**src/rtl/plic_scan_arb_pkg.sv**
```systemverilog
// Shared PLIC defines: default geometry of the interrupt controller and the
// state encoding of the sequential priority-scan arbiter.
package plic_scan_arb_pkg;

    localparam int unsigned PLIC_SOURCE_COUNT = 8;  // source 0 is reserved ("none")
    localparam int unsigned PLIC_TARGET_COUNT = 2;
    localparam int unsigned PLIC_PRIO_WIDTH   = 3;
    localparam int unsigned PLIC_SOURCE_WIDTH = 3;

    typedef enum logic [1:0] {
        ST_IDLE   = 2'd0,
        ST_SCAN   = 2'd1,
        ST_COMMIT = 2'd2
    } plic_scan_state_e;

endpackage

```
**src/rtl/plic_scan_arb.sv**
```systemverilog
// Sequential PLIC priority resolver. One FSM walks every target in turn,
// scanning sources 1..SRC_COUNT-1 (one per cycle), then commits the highest
// priority enabled pending source for that target if it beats the threshold.
//
// Ports:
//   clk, rst        clock, asynchronous active-high reset
//   scan_en_i       scan enable; dropping it returns the FSM to idle
//   irq_pending_i   gateway pending bits, one per source
//   regs_ie_i       per-target, per-source interrupt enables
//   regs_prio_i     per-source priority
//   regs_prio_th_i  per-target priority threshold
//   claim_req_i     one-cycle claim pulse per target
//   claim_idx_o     registered winning source per target (0 = none)
//   irq_req_o       registered interrupt request per target
//   scan_busy_o     high while the FSM is scanning or committing
module plic_scan_arb
    import plic_scan_arb_pkg::*;
#(
    parameter int unsigned SRC_COUNT = PLIC_SOURCE_COUNT,
    parameter int unsigned TGT_COUNT = PLIC_TARGET_COUNT,
    parameter int unsigned PRIO_W    = PLIC_PRIO_WIDTH,
    parameter int unsigned SRC_W     = PLIC_SOURCE_WIDTH
) (
    input  logic                                 clk,
    input  logic                                 rst,
    input  logic                                 scan_en_i,
    input  logic [SRC_COUNT-1:0]                 irq_pending_i,
    input  logic [TGT_COUNT-1:0][SRC_COUNT-1:0]  regs_ie_i,
    input  logic [SRC_COUNT-1:0][PRIO_W-1:0]     regs_prio_i,
    input  logic [TGT_COUNT-1:0][PRIO_W-1:0]     regs_prio_th_i,
    input  logic [TGT_COUNT-1:0]                 claim_req_i,
    output logic [TGT_COUNT-1:0][SRC_W-1:0]      claim_idx_o,
    output logic [TGT_COUNT-1:0]                 irq_req_o,
    output logic                                 scan_busy_o
);

    localparam int unsigned TGT_W = (TGT_COUNT > 1) ? $clog2(TGT_COUNT) : 1;

    if (SRC_COUNT < 2 || TGT_COUNT < 1) begin : g_bad_params
        $error("plic_scan_arb needs SRC_COUNT >= 2 and TGT_COUNT >= 1");
    end

    plic_scan_state_e                 state_q, state_d;
    logic [TGT_W-1:0]                 tgt_q, tgt_d;
    logic [SRC_W-1:0]                 src_q, src_d;
    logic [SRC_W-1:0]                 best_idx_q, best_idx_d;
    logic [PRIO_W-1:0]                best_prio_q, best_prio_d;
    logic [TGT_COUNT-1:0][SRC_W-1:0]  claim_idx_q, claim_idx_d;
    logic [TGT_COUNT-1:0]             irq_q, irq_d;

    logic cand;
    logic claim_self;

    // Strict '>' against the running best: ties keep the lower index and a
    // priority of 0 can never beat the cleared best of 0.
    assign cand = irq_pending_i[src_q] && regs_ie_i[tgt_q][src_q] &&
                  (regs_prio_i[src_q] > best_prio_q);

    assign claim_self = claim_req_i[tgt_q];

    always_comb begin
        state_d     = state_q;
        tgt_d       = tgt_q;
        src_d       = src_q;
        best_idx_d  = best_idx_q;
        best_prio_d = best_prio_q;
        claim_idx_d = claim_idx_q;
        irq_d       = irq_q;

        case (state_q)
            ST_IDLE: begin
                if (scan_en_i) begin
                    state_d     = ST_SCAN;
                    src_d       = SRC_W'(1);
                    best_idx_d  = '0;
                    best_prio_d = '0;
                end
            end
            ST_SCAN: begin
                if (!scan_en_i) begin
                    state_d = ST_IDLE;
                end else if (claim_self) begin
                    // The current target was just claimed: its partial result is stale.
                    src_d       = SRC_W'(1);
                    best_idx_d  = '0;
                    best_prio_d = '0;
                end else begin
                    if (cand) begin
                        best_idx_d  = src_q;
                        best_prio_d = regs_prio_i[src_q];
                    end
                    if (src_q == SRC_W'(SRC_COUNT - 1)) begin
                        state_d = ST_COMMIT;
                    end else begin
                        src_d = src_q + SRC_W'(1);
                    end
                end
            end
            ST_COMMIT: begin
                // A simultaneous claim discards the commit and rescans the same target.
                if (!claim_self) begin
                    if (best_prio_q > regs_prio_th_i[tgt_q]) begin
                        claim_idx_d[tgt_q] = best_idx_q;
                        irq_d[tgt_q]       = 1'b1;
                    end else begin
                        claim_idx_d[tgt_q] = '0;
                        irq_d[tgt_q]       = 1'b0;
                    end
                    tgt_d = (tgt_q == TGT_W'(TGT_COUNT - 1)) ? '0 : tgt_q + TGT_W'(1);
                end
                src_d       = SRC_W'(1);
                best_idx_d  = '0;
                best_prio_d = '0;
                state_d     = scan_en_i ? ST_SCAN : ST_IDLE;
            end
            default: begin
                state_d = ST_IDLE;
            end
        endcase

        // Claims clear their target last so they override a same-cycle commit.
        for (int unsigned t = 0; t < TGT_COUNT; t++) begin
            if (claim_req_i[t]) begin
                claim_idx_d[t] = '0;
                irq_d[t]       = 1'b0;
            end
        end
    end

    always_ff @(posedge clk or posedge rst) begin
        if (rst) begin
            state_q     <= ST_IDLE;
            tgt_q       <= '0;
            src_q       <= '0;
            best_idx_q  <= '0;
            best_prio_q <= '0;
            claim_idx_q <= '0;
            irq_q       <= '0;
        end else begin
            state_q     <= state_d;
            tgt_q       <= tgt_d;
            src_q       <= src_d;
            best_idx_q  <= best_idx_d;
            best_prio_q <= best_prio_d;
            claim_idx_q <= claim_idx_d;
            irq_q       <= irq_d;
        end
    end

    assign claim_idx_o = claim_idx_q;
    assign irq_req_o   = irq_q;
    assign scan_busy_o = (state_q != ST_IDLE);

endmodule

```
**config.mk**
```make
export PLATFORM = sky130hd
export DESIGN_NAME = plic_scan_arb
export DESIGN_NICKNAME = d
export VERILOG_FILES = /design/src/rtl/plic_scan_arb_pkg.sv /design/src/rtl/plic_scan_arb.sv
export SDC_FILE = /design/constraint.sdc
export NUM_CORES = 1
export LEC_CHECK = 0
export ABC_AREA = 1
export BUFFER_PORTS_ARGS = -buffer_cell sky130_fd_sc_hd__buf_2
export CAP_MARGIN = 40
export CORE_ASPECT_RATIO = 0.6
export CORE_MARGIN = 4
export CORE_UTILIZATION = 43
export DETAILED_ROUTE_END_ITERATION = 6
export GPL_ROUTABILITY_DRIVEN = 0
export PLACE_DENSITY = 0.78
export SYNTH_ARGS = -nofsm -noshare
export SYNTH_HDL_FRONTEND = slang
export SYNTH_SLANG_ARGS = --single-unit
```
**constraint.sdc**
```tcl
create_clock -name clk -period 2.19 [get_ports clk]
set_input_delay 0.3285 -clock clk [delete_from_list [all_inputs] [get_ports clk]]
set_output_delay 0.3285 -clock clk [all_outputs]
set_load 0.01 [all_outputs]
```
== Word-level counts from Yosys, hierarchy flattened ==
Cells that the tools add are included.
Operators by class
  add/sub/neg operators: 2
  magnitude comparators: 5
  equal/unequal tests: 11
  muxes and demuxes: 48
  bitwise gates (word level): 6
  reductions and logical operators: 14
Operators with widths (count)
  3-bit two-way mux: 17
  3-bit one-hot mux with 3 select lines: 3
  6-bit two-way mux: 3
  8-bit two-way mux: 2
  2-bit two-way mux: 7
  3-bit inequality test (second input constant): 4
  3-bit binary-select mux with 3-bit select: 1
  1-bit two-way mux: 9
  2-bit inequality test (second input constant): 4
  4-bit AND reduction: 2
  6-bit bitwise AND: 1
  1-bit binary-select mux with 3-bit select: 2
  6-bit bitwise mux: 1
  3-bit > comparator: 2
  6-bit inverter: 1
  2-bit one-hot mux with 3 select lines: 1
  2-bit AND reduction: 3
  2-bit nonzero test: 3
  3-bit by 4-bit < comparator with 1-bit output (second input constant): 1
  3-bit by 1-bit adder with 3-bit output (second input constant): 1
  3-bit demux with 1-bit select: 1
  3-bit == test (second input constant): 1
  1-bit logical AND: 3
  3-bit AND reduction: 1
  12 further kinds: 12
Word-level totals
  register bits: 20
  bits of input ports: 59

== Logic depth before layout (Yosys ltp) ==
Gate-level depths: netlist of run 1.
  depth after elaboration: 10
  depth in mapped cells: 16
  mapped depth without buffers: 14

== Worst setup path after synthesis of run 1 ==
OpenSTA, ideal clock, no wires.
  path type: flip-flop to flip-flop
  from: reg src_q[0]
  to: reg best_prio_q[0]
  library setup time: 117 ps
  arrival time: 1959 ps
  path slack: 115 ps
  cell stages (with the launch flop): 15
  cells stage by stage: dfrtp_1 > bufinv_8 > buf_4 > o21ai_0 > nand3_1 > o21ai_0 > inv_1 > ha_1 > nand3b_1 > a32oi_1 > nand2_1 > nand2_4 > nand2_4 > nand2_1 > nand2_1
Between the ends
  word-level cells in the longest chain between the ends: 6
RTL lines
  from (decl): line plic_scan_arb.sv:45  | logic [SRC_W-1:0] src_q, src_d;
  from (signal assigned): line plic_scan_arb.sv:142  | src_q <= src_d;
  3-bit binary-select mux with 3-bit select / 1-bit binary-select mux with 3-bit select (equally long branches): line plic_scan_arb.sv:57, plic_scan_arb.sv:90, plic_scan_arb.sv:56
  3-bit two-way mux (implied by the code) / 1-bit two-way mux (equally long branches): line plic_scan_arb.sv:57, plic_scan_arb.sv:90, plic_scan_arb.sv:56
  3-bit > comparator (tied with other cells): line plic_scan_arb.sv:57  | (regs_prio_i[src_q] > best_prio_q);
  1-bit logical AND / 3-bit two-way mux (equally long branches): line plic_scan_arb.sv:56, plic_scan_arb.sv:82
  3-bit inequality test (no source line) / 3-bit two-way mux (equally long branches)
  4-bit AND reduction (no source line) / 3-bit one-hot mux with 3 select lines (equally long branches)
  to (signal assigned): line plic_scan_arb.sv:144  | best_prio_q <= best_prio_d;
  to (decl): line plic_scan_arb.sv:47  | logic [PRIO_W-1:0] best_prio_q, best_prio_d;
Parallel ways exist; a longest one is shown, timed or not. The select of a mux whose other input is x is not followed.
A chain may end at the register's enable or synchronous reset.

== Worst setup path after layout of run 1 ==
  from: reg src_q[0]
  to: reg best_idx_q[0]
Between the ends
  word-level cells in the longest chain between the ends: 6
RTL lines
  3-bit binary-select mux with 3-bit select / 1-bit binary-select mux with 3-bit select (equally long branches): line plic_scan_arb.sv:57, plic_scan_arb.sv:56
  3-bit two-way mux (implied by the code) / 1-bit two-way mux (equally long branches): line plic_scan_arb.sv:57, plic_scan_arb.sv:56
  3-bit > comparator / 1-bit logical AND (equally long branches): line plic_scan_arb.sv:57, plic_scan_arb.sv:56
  1-bit logical AND: line plic_scan_arb.sv:56  | assign cand = irq_pending_i[src_q] && regs_ie_i[tgt_q][src_q] &&
  3-bit inequality test (no source line)
  4-bit AND reduction (no source line)
  to (signal assigned): line plic_scan_arb.sv:143  | best_idx_q <= best_idx_d;
  to (decl): line plic_scan_arb.sv:46  | logic [SRC_W-1:0] best_idx_q, best_idx_d;
Parallel ways exist; a longest one is shown, timed or not. The select of a mux whose other input is x is not followed.

==> results of run 1 <==
cells by family (layout without fill, tap and decap cells):
group	count (synthesis)	after routing
muxes	2	2
DFF	20	20
and+or+nand+nor	126	126
AOI/OAI and AO/OA	38	38
adders and majority gates	8	8
buffers and inverters	45	112
final cells by class:
cell class / instances / area (sq um)
flip-flops and latches: 20 / 500
clock buffers: 3 / 41.3
repair buffers: 71 / 369
inverters: 38 / 156
well taps: 47 / 58.8
fillers: 379 / 1580
multi-input cells: 174 / 951
final timing paths:
| check | endpoint | slack (ns) |
|---|---|---|
| min in group clk | state_q[1] | 0.33 |
| setup / recovery | best_idx_q[0] | 0.03 |
| max in group asynchronous | src_q[1] | 1.54 |
| hold reg to reg | best_idx_q[1] | 0.48 |
| setup reg to reg | best_idx_q[0] | 0.03 |
| hold / removal | best_prio_q[2] | 0.19 |
Yosys cell counts:
| library cell | count |
|---|---|
| buf_6 | 5 |
| nand2_2 | 3 |
| o21ai_1 | 1 |
| nand3_1 | 25 |
| nand2_4 | 2 |
| nand3b_1 | 1 |
| or2_0 | 1 |
| nor2_1 | 43 |
| a21oi_4 | 1 |
| o22ai_1 | 3 |
| buf_2 | 1 |
| o211ai_1 | 2 |
| nor2_2 | 1 |
| nand2_1 | 45 |
| inv_1 | 35 |
| a211oi_1 | 1 |
| nand3b_4 | 1 |
| buf_4 | 1 |
| a32oi_1 | 1 |
| bufinv_8 | 1 |
| ha_1 | 8 |
| a31oi_1 | 1 |
| inv_2 | 2 |
| nand4_1 | 1 |
| o21ai_2 | 2 |
| mux2i_1 | 2 |
| or2_2 | 1 |
| dfrtp_1 | 20 |
| nor3_1 | 2 |
| o21ai_0 | 22 |
| a21oi_1 | 4 |
sequential cells by signal (all words and copies together), names as in the netlist:
name and count:
irq_req_o 2, claim_idx_o 6, best_idx_q 3, state_q 2
src_q 3, best_prio_q 3, tgt_q 1
per-layer routing:
layer / up-vias / track usage / part of all wire
met5: - / 0 / 0
li1: 904 / - / -
met4: 0 / 0.0328 / 0.0072
met3: 4 / 0.0518 / 0.096
met1: 730 / 0.249 / 0.52
met2: 60 / 0.232 / 0.38
timing repair:
item	CTS	global route
setup endpoints to repair	6	6
pin swaps	3	6
resized for setup	2	15
hold buffers	0	0
power groups by stage:
| stage | sequential, mW | combinational (mW) | clock (mW) |
|---|---|---|---|
| 2_1_floorplan | 0.413 | 0.304 | 0 |
| 3_3_place_gp | 0.422 | 0.399 | 0 |
| 3_5_place_dp | 0.422 | 0.405 | 0 |
| 4_1_cts | 0.415 | 0.411 | 0.241 |
| 5_1_grt | 0.418 | 0.504 | 0.257 |
| 6_report | 0.416 | 0.445 | 0.233 |
==> flow_metrics.env, run 1 <==
export IMPL_cp_depth=15
export IMPL_syn_num_nets=306
export IMPL_maxSlewHeadroom=0.506
export IMPL_drt_pass1_iter_count=4
export IMPL_ant_nets=0
export IMPL_ios=68
export IMPL_grt_pass1_wl_um=6510
export IMPL_ir_drop_mv=0.237
export IMPL_viasPerCell=4.81
export IMPL_regToRegStartpoint="src_q[0]"
export IMPL_ys_types=31
export IMPL_worst_slew_pin_slew_ns=0.741
export IMPL_critPathMostFrequentCell="nand2_1"
export IMPL_finalSetupViolCount=0
export IMPL_outcome="finished, final reports clean"
export IMPL_die_y_um=55.7
export IMPL_crit_fanout=12
export IMPL_internal_power_mw=0.710
export IMPL_port_buffers=67
export IMPL_setup_tns_ns=0
export IMPL_path_buf_inv=2
export IMPL_root_buffer="clkbuf_8"
export IMPL_grt_antenna_before_repair=0
export IMPL_pre_cts_slack_ns=-0.0460
export IMPL_start_util=0.446
export IMPL_leakagePower_nw=1.16
export IMPL_rsz0062_at_grt="true"
export IMPL_grtUsageTotal=0.166
export IMPL_min_path_type="input port to async pin"
export IMPL_wl_per_cell_um=11.7
export IMPL_synth_area_leader_cell="dfrtp_1"
export IMPL_cts_tree="yes"
export IMPL_row_count=17
export IMPL_synth_top_area_frac=0.307
export IMPL_fin_crit_sh=0.987
export IMPL_syn_inst=239
export IMPL_synth_warnings=0
export IMPL_p_clk_frac=0.213
export IMPL_critPathCaptureType="flip-flop"
export IMPL_final_common_cell="buf_2"
export IMPL_clkSinkCount=20
export IMPL_crit_start="src_q[0]"
export IMPL_max_clock_freq_mhz=463
export IMPL_crit_chain="buf_6 -> nor2_4 -> nor2_1 -> o21ai_1 -> nand2_1 -> o21ai_2 -> inv_2 -> ha_4 -> nand3b_1 -> a32oi_1 -> nand2_1 -> nand2_4 -> nand2_4 -> nand2_1 -> nand2_1"
export IMPL_utilization=0.568
export IMPL_arrival_ns=2.31
export IMPL_p_comb_frac=0.407
export IMPL_synth_seq_cells=20
export IMPL_drv_cap=0
export IMPL_netSwitchingFraction=0.351
export IMPL_worstSkewPairLatency_ns=0.25
export IMPL_post_cts_buffers=0
export IMPL_power_density_nw_per_um2=527
export IMPL_h_tree_depth=1
export IMPL_final_max_slew_violation_count=0
export IMPL_core_area_sq_um=3660
export IMPL_grt_pass1_vias=1469
export IMPL_skew_ns=0.00109
export IMPL_synth_top_family_by_area="simple AND/OR/NAND/NOR gates"
export IMPL_muxShareOfSynthArea=0.0123
export IMPL_yosysSeqAreaShare=0.307
export IMPL_remaining_drc_errors=0
export IMPL_place_inst=350
export IMPL_power_mw=1.09
export IMPL_crit_family="simple AND/OR/NAND/NOR gates"
export IMPL_nets=375
export IMPL_grt_max_degree=21
export IMPL_synthAdderAreaFrac=0.0614
export IMPL_r2r_cells=15
export IMPL_drive_gt1_frac=0.314
export IMPL_syn_avg_cell_area_sq_um=6.82
export IMPL_cts_buffers=3
export IMPL_critPathRequiredTime_ns=2.34
export IMPL_whs_ns=0.188
export IMPL_final_cell_mix="buf_2, nand2_1, nor2_1"
export IMPL_clockBufferDepth=2
export IMPL_timing_final_ws_setup_ns=0.0289
export IMPL_start_kind="flip-flop"
export IMPL_drtIter0Drc=84
export IMPL_timing_final_crit_period_ns=2.16
export IMPL_p_seq_frac=0.380
export IMPL_critPathMaxStageDelay_ns=0.40
export IMPL_areaGrowthSynthToFinish_pct=27.4
export IMPL_num_antenna_cells=0
export IMPL_dp_hpwl_um=3400
export IMPL_power_switching_mw=0.383
export IMPL_die_width_um=87.5
export IMPL_wirelength_um=4140
export IMPL_die_area_sq_um=4870
export IMPL_yosys_top_cells_area="dfrtp_1, nand2_1, nor2_1"
export IMPL_placed_area_sq_um=1990
export IMPL_finalNonFillerCells=353
export IMPL_hold_violations=0
export IMPL_critical_path_class="flip-flop to flip-flop"
export IMPL_fin_area_sq_um=2080
export IMPL_overflow=0
export IMPL_synth_xor_xnor_area_share=0
export IMPL_synth_area_sq_um=1630
export IMPL_crit_slowest_cell="dfrtp_1"
export IMPL_yosys_area_share_simple=0.343
export IMPL_synth_compound_area_share=0.138
export IMPL_clk_pin_slew_ns=0.07
export IMPL_route_vias_total=1698
(Power assumes the default switching activity.)
==> inputs of run 2 (changes only) <==
--- a/config.mk
+++ b/config.mk
@@ -9,7 +9,7 @@
 export BUFFER_PORTS_ARGS = -buffer_cell sky130_fd_sc_hd__buf_2
 export CAP_MARGIN = 40
 export CORE_ASPECT_RATIO = 0.6
-export CORE_MARGIN = 4
+export CORE_MARGIN = 5
 export CORE_UTILIZATION = 43
 export DETAILED_ROUTE_END_ITERATION = 6
 export GPL_ROUTABILITY_DRIVEN = 0
==> flow_metrics.env, run 2 (same netlist as run 1, synthesis figures left out) <==
export IMPL_drt_pass1_iter_count=5
export IMPL_start_util=0.446
export IMPL_critPathCaptureType="flip-flop"
export IMPL_critPathMaxStageDelay_ns=0.46
export IMPL_min_path_type="input port to async pin"
export IMPL_max_clock_freq_mhz=453
export IMPL_port_buffers=67
export IMPL_cts_buffers=3
export IMPL_timing_final_crit_period_ns=2.21
export IMPL_r2r_cells=15
export IMPL_root_buffer="clkbuf_8"
export IMPL_critPathRequiredTime_ns=2.34
export IMPL_maxSlewHeadroom=0.482
export IMPL_clkSinkCount=20
export IMPL_crit_fanout=8
export IMPL_crit_slowest_cell="dfrtp_2"
export IMPL_drive_gt1_frac=0.353
export IMPL_rsz0062_at_grt="true"
export IMPL_grtUsageTotal=0.172
export IMPL_die_y_um=57.7
export IMPL_start_kind="flip-flop"
export IMPL_drtIter0Drc=115
export IMPL_grt_pass1_vias=1656
export IMPL_placed_area_sq_um=2010
export IMPL_violations="negative setup slack"
export IMPL_crit_family="simple AND/OR/NAND/NOR gates"
export IMPL_clockBufferDepth=2
export IMPL_power_mw=1.19
export IMPL_wirelength_um=4460
export IMPL_regToRegStartpoint="src_q[0]"
export IMPL_worstReg2RegEnd="best_prio_q[0]"
export IMPL_pre_cts_slack_ns=-0.0433
export IMPL_final_fill_count=346
export IMPL_arrival_ns=2.36
export IMPL_crit_chain="buf_12 -> nor2_4 -> nor2_1 -> o21ai_1 -> nand2_1 -> o21ai_2 -> inv_2 -> ha_4 -> nand3b_1 -> a32oi_1 -> nand2_1 -> nand2_4 -> nand2_4 -> nand2_1 -> nand2_1"
export IMPL_finalSetupViolCount=5
export IMPL_cts_tree="yes"
export IMPL_critPathMostFrequentCell="nand2_1"
export IMPL_nets=380
export IMPL_final_common_cell="buf_2"
export IMPL_fin_area_sq_um=2180
export IMPL_h_tree_depth=1
export IMPL_viasPerCell=5.02
export IMPL_final_max_slew_violation_count=0
export IMPL_skew_ns=0.000965
export IMPL_path_buf_inv=2
export IMPL_leakagePower_nw=1.20
export IMPL_cts_hold_buf=0
export IMPL_grt_antenna_before_repair=0
export IMPL_row_count=17
export IMPL_route_vias_total=1803
export IMPL_ir_drop_mv=0.291
export IMPL_num_antenna_cells=0
export IMPL_overflow=0
export IMPL_rrSetupSlack_ns=-0.02
export IMPL_die_width_um=89.5
export IMPL_grt_pass1_wl_um=7090
export IMPL_largest_register_ff_count=6
export IMPL_hold_violations=0
export IMPL_worstSkewPairLatency_ns=0.25
export IMPL_timing_final_ws_setup_ns=-0.0164
export IMPL_ant_nets=0
export IMPL_die_area_sq_um=5160
export IMPL_drv_cap=0
export IMPL_final_cell_mix="buf_2, nand2_1, nor2_1"
export IMPL_dp_hpwl_um=3550
export IMPL_finalNonFillerCells=359
export IMPL_clk_pin_slew_ns=0.07
export IMPL_worst_slew_pin_slew_ns=0.776
export IMPL_wl_per_cell_um=12.4
export IMPL_fin_crit_sh=1.01
export IMPL_ios=68
export IMPL_grt_max_degree=21
export IMPL_critical_path_class="flip-flop to flip-flop"
export IMPL_remaining_drc_errors=0
export IMPL_outcome="finished with violations"
export IMPL_place_inst=351
export IMPL_power_density_nw_per_um2=545
export IMPL_areaGrowthSynthToFinish_pct=33.8
export IMPL_core_area_sq_um=3660
[run 2: metrics by stage]
step | util | TNS (ns) | hold slack, ns
floorplan | - | 0 | 0.292
global placement | 0.548 | 0 | 0.465
detailed placement | 0.548 | -0.235 | 0.476
CTS | 0.565 | 0 | 0.224
global route | 0.596 | -0.717 | 0.288
finish | 0.596 | -0.0761 | 0.200
[run 2: worst max-delay path by stage]
stage	to	slack, ns	depth (start not counted)	startpoint
2_1_floorplan	best_prio_q[0]	0.11	14	src_q[0]
3_3_place_gp	best_prio_q[2]	0.06	13	src_q[0]
3_5_place_dp	best_prio_q[1]	-0.04	15	src_q[0]
4_1_cts	best_prio_q[1]	0.01	15	src_q[0]
5_1_grt	best_idx_q[1]	-0.13	15	src_q[0]
6_report	best_prio_q[0]	-0.02	15	src_q[0]
[run 2: cell type report]
class,count,area [sq um],share of cell area
timing repair buffer,76,437,0.200
clock buffer,4,55.1,0.0252
sequential,20,502,0.230
tap,47,58.8,0.0270
multi-input combinational,174,978,0.449
inverter,38,150,0.0688
[run 2: repair_timing]
action / in CTS / in global routing
pin swaps: 2 / 19
gates cloned: 0 / 1
endpoints found under the setup margin: 6 / 6
setup buffers: 1 / 2
resized for setup: 4 / 24
[run 2: where the power goes]
| group | leakage (nW) | internal, mW | switching [mW] |
|---|---|---|---|
| logic | 0.902 | 0.219 | 0.268 |
| registers | 0.267 | 0.393 | 0.0282 |
| clock network | 0.0288 | 0.160 | 0.120 |
| total | 1.20 | 0.772 | 0.416 |
[run 2: metal layers]
metal / track usage / vias up / wire length [um]
li1: - / 915 / -
met4: 0.0297 / 0 / 31
met3: 0.0483 / 4 / 502
met2: 0.256 / 92 / 1880
met1: 0.252 / 792 / 2040
met5: 0 / - / 0
